--- config.mk ---
export PLATFORM = sky130hd
export DESIGN_NAME = div32_seq
export DESIGN_NICKNAME = d
export VERILOG_FILES = /design/src/rtl/div32_seq.sv
export SDC_FILE = /design/constraint.sdc
export NUM_CORES = 1
export LEC_CHECK = 0
export CAP_MARGIN = 20
export CORE_MARGIN = 4
export CORE_UTILIZATION = 35
export DETAILED_ROUTE_END_ITERATION = 8
export PLACE_DENSITY = 0.59
export RECOVER_POWER = 50
export SKIP_LAST_GASP = 1
export SLEW_MARGIN = 20
export SYNTH_ARGS = -nofsm -noshare
export SYNTH_HDL_FRONTEND = slang
export SYNTH_SLANG_ARGS = --single-unit
--- constraint.sdc ---
create_clock -name clk -period 3.4 [get_ports clk]
set_input_delay 1.02 -clock clk [delete_from_list [all_inputs] [get_ports clk]]
set_output_delay 1.02 -clock clk [all_outputs]
set_load 0.01 [all_outputs]
--- src/rtl/div32_seq.sv ---
// Sequential 32-bit unsigned restoring divider: one quotient bit per clock through a
// single 33-bit subtractor, start/done handshake, divide-by-zero flagged without iterating.
module div32_seq (
    input  logic        clk,
    input  logic        rst,
    input  logic        start,
    input  logic [31:0] dividend,
    input  logic [31:0] divisor,
    output logic        busy,
    output logic        done,
    output logic [31:0] quotient,
    output logic [31:0] remainder,
    output logic        div_zero
);

    typedef enum logic [1:0] {IDLE, RUN, DONE} state_t;

    state_t      state;
    logic [31:0] r;
    logic [31:0] q;
    logic [31:0] dvs;
    logic [4:0]  cnt;

    logic [32:0] t;
    logic [32:0] diff;
    logic [31:0] r_next;
    logic [31:0] q_next;

    // The partial remainder never exceeds the divisor, so 32 stored bits suffice;
    // the shifted-in bit t[32] still feeds the full 33-bit subtract.
    always_comb begin
        t      = {r, q[31]};
        diff   = t - {1'b0, dvs};
        r_next = diff[32] ? t[31:0] : diff[31:0];
        q_next = {q[30:0], ~diff[32]};
    end

    always_ff @(posedge clk) begin
        if (rst) begin
            state     <= IDLE;
            busy      <= 1'b0;
            done      <= 1'b0;
            quotient  <= '0;
            remainder <= '0;
            div_zero  <= 1'b0;
            cnt       <= '0;
            r         <= '0;
            q         <= '0;
            dvs       <= '0;
        end else begin
            done <= 1'b0;
            case (state)
                IDLE, DONE: begin
                    if (start) begin
                        if (divisor == 32'd0) begin
                            state     <= DONE;
                            done      <= 1'b1;
                            quotient  <= '1;
                            remainder <= dividend;
                            div_zero  <= 1'b1;
                        end else begin
                            state <= RUN;
                            busy  <= 1'b1;
                            r     <= '0;
                            q     <= dividend;
                            dvs   <= divisor;
                            cnt   <= '0;
                        end
                    end else begin
                        state <= IDLE;
                    end
                end
                RUN: begin
                    r   <= r_next;
                    q   <= q_next;
                    cnt <= cnt + 5'd1;
                    if (cnt == 5'd31) begin
                        state     <= DONE;
                        busy      <= 1'b0;
                        done      <= 1'b1;
                        quotient  <= q_next;
                        remainder <= r_next;
                        div_zero  <= 1'b0;
                    end
                end
                default: begin
                    state <= IDLE;
                    busy  <= 1'b0;
                end
            endcase
        end
    end

endmodule
==> run_results.csv <==
group,metric,value,unit
sta,tightestPinTransition,0.6987,ns
synthesis,ys_seq_elements,170,
pwr,post-layout-total-power,0.007621,W
clock_tree,clk_path_buf_depth,2,
routing,wl,26.34,mm
routing,via_count,8464,
cells_and_area,nets,1376,
clock_tree,cts.clk_slew.worst_paths,0.07,ns
sta,hold_viol,0,
placed_design,preCtsSetupSlack,-0.2189,ns
status,status,"finished clean",
sta,min_period,3.353,ns
floorplan,core_area,0.02504,sq mm
cells_and_area,ff_latch_area,0.003403,sq mm
clock_tree,cts_root_buffer,"clkbuf_16",
cells_and_area,syn2layout_area_growth,28.40,%
global_routing,grt_overflow_total,0,
synthesis,synthCells,1152,
sta,clock.fmax,0.2982,GHz
routing,drt-initial-drc-count,480,
placed_design,portBuffers,133,
floorplan,die_w,167.3,microns
cells_and_area,layout-drive-gt1-share,9.635,%
sta,post-route-period-util,98.63,%
clock_tree,clkSinkCount,170,
floorplan,rows,58,
cells_and_area,layout_commonest_cell,"nand2_1",
run,drv_cap,0,
critical_path,crit_fanout,26,
synthesis,synth_nets,1254,
floorplan,ios,134,
synthesis,yosysSeqAreaShare,38.32,%
cells_and_area,num-fill-cells,2572,
routing,via_per_inst,5.234,
cells_and_area,final_cell_area,0.01140,sq mm
sta,fin_ws,0.04661,ns
floorplan,start_util,35.47,%
routing,dr.pass1.iters,5,
pwr,power.density,668.3,mW/mm^2
synthesis,ys_warn_count,0,
cells_and_area,multi_input_area,0.005050,sq mm
pwr,peakVddDrop,0.0003814,V
critical_path,start_kind,"primary input",
routing,ant_nets,0,
critical_path,worst-setup-path-type,"in2reg",
cells_and_area,diodes,0,
synthesis,synth_area,0.008881,sq mm
routing,drc,0,
min_path,hold_class,"reg2reg",
floorplan,die_h,167.3,microns
sta,relSlewSlack,52.81,%
clock_tree,cts_tree,"built",
global_routing,grt_antenna_before_repair,0,
clock_tree,cts_buffers,17,
clock_tree,cts_hold_buf,0,
sta,finalSetupViolCount,0,
pwr,power.leakage,4.537,nW
synthesis,synth-edff-count,0,
clock_tree,h-tree-depth,4,
synthesis,synth_ff_type,"dfxtp_1",
synthesis,synthDistinctLibCells,60,
synthesis,synthArstFlopShare,0,%
critical_path,arrival,3.72,ns
routing,wl_per_cell,16.29,microns
sta,slew_viol_final,0,
placed_design,globalplace.congestion,0.8675,
floorplan,die_area,0.02799,sq mm
global_routing,grt_use_met3,3.305,%
synthesis,syn_avg_cell_area,7.709,sq um
global_routing,track_usage,18.24,%
global_routing,grt_use_met2,27.96,%
global_routing,grt_max_degree,109,
sta,fin_skew,0.01088,ns
global_routing,grt_pass1_wl,42.16,mm
clock_tree,clk_latency,0.43,ns
placed_design,hpwlAfterDp,19.34,mm
global_routing,grt_use_met1,26.97,%
cells_and_area,final_cell_mix,"nand2_1 (204), dfxtp_1 (170), nor2_1 (150)",
critical_path,worst_ep_required_time,3.77,ns
global_routing,top_usage_layer,"met2",
placed_design,dpl_cell_area,0.01078,sq mm
sta,grt_setup_unrepaired,"yes",
global_routing,grt_pass1_vias,7708,
critical_path,worst_setup_path_end_kind,"register",
## where the power goes
group | switching (W) | internal (W)
Sequential | 0.000118 | 0.00212
Clock | 0.000932 | 0.00105
Combinational | 0.00198 | 0.00142
## worst max-delay path, cell delays in order
cell and delay (ns):
clkdlybuf4s50_1 0.42, nor4_1 0.60, nand4_1 0.41, clkbuf_1 0.18
o21ai_1 0.42, buf_4 0.41, nand2_1 0.10, a21oi_1 0.15
## path summary, 6_finish.rpt
path	startpoint	to	slack (ns)	cells past startpoint
max	divisor[31]	dvs[27]	0.05	8
min	dvs[29]	dvs[29]	0.45	2
max reg2reg	q[31]	remainder[27]	0.14	13
min reg2reg	dvs[29]	dvs[29]	0.45	2
## cell families (layout without fill, tap and decap cells)
kind of cell | after synthesis | after routing | synth area share, %
and+or+nand+nor | 475 | 475 | 23.19
muxes | 8 | 8 | 0.9580
xor gates and xnor gates | 27 | 27 | 2.663
buffers and inverters | 119 | 254 | 5.410
DFF | 170 | 170 | 38.32
AOI/OAI and AO/OA | 318 | 318 | 24.44
adders and majority gates | 35 | 35 | 5.016
## timing repair
action,in CTS,in global routing
setup endpoints to repair,0,8
setup buffers,0,0
gates resized for setup,0,6
## synthesized netlist by cell type (7+ instances only)
cell	n	share of area [%]
inv_1	39	1.6
clkbuf_1	67	2.8
a21o_1	15	1.3
a211oi_1	19	1.6
a311oi_1	33	3.3
a21oi_1	133	7.5
o21ai_0	32	1.8
mux2i_1	7	0.79
nand4_1	7	0.49
nand3_1	14	0.79
xor2_1	11	1.1
nor2_1	150	6.3
nor3_1	39	2.2
o21a_1	9	0.76
ha_1	34	4.8
a31oi_1	20	1.4
a211oi_2	15	2.1
xnor2_1	16	1.6
nand2b_1	9	0.63
nand2_1	205	8.7
nor4_1	22	1.5
dfxtp_1	170	38
## per-stage QoR
stage,utilization (%),hold WS [ns],instances,setup TNS [ns]
finish,45.55,0.4547,1617,0
global route,45.55,0.4762,1617,-0.1861
CTS,45.47,0.4583,1616,0
detailed placement,43.07,0.4478,1584,-21.02
global placement,43.07,0.4431,1584,-18.81
floorplan,-,0.4363,1152,0
## sequential cells by signal, summed over array words and instances (netlist names)
register,count
remainder,32
done,1
busy,1
quotient,32
cnt,5
state,2
dvs,32
r,32
q,32
div_zero,1
## layer usage
layer / part of all wire [%] / vias to the layer above
li1: - / 4300
met1: 50 / 3920
met2: 44 / 228
met3: 5.5 / 16
met4: 0.96 / 0
met5: 0 / -
## area by class of cell
| type | count | share of cell area (%) |
|---|---|---|
| multi-input cells | 863 | 44.28 |
| flip-flops and latches | 170 | 29.84 |
| repair buffers | 183 | 15.70 |
| clock buffers | 17 | 3.731 |
| well taps | 330 | 3.621 |
| clock inverters | 15 | 1.536 |
| inverters | 39 | 1.284 |
(Power assumes the default switching activity.)
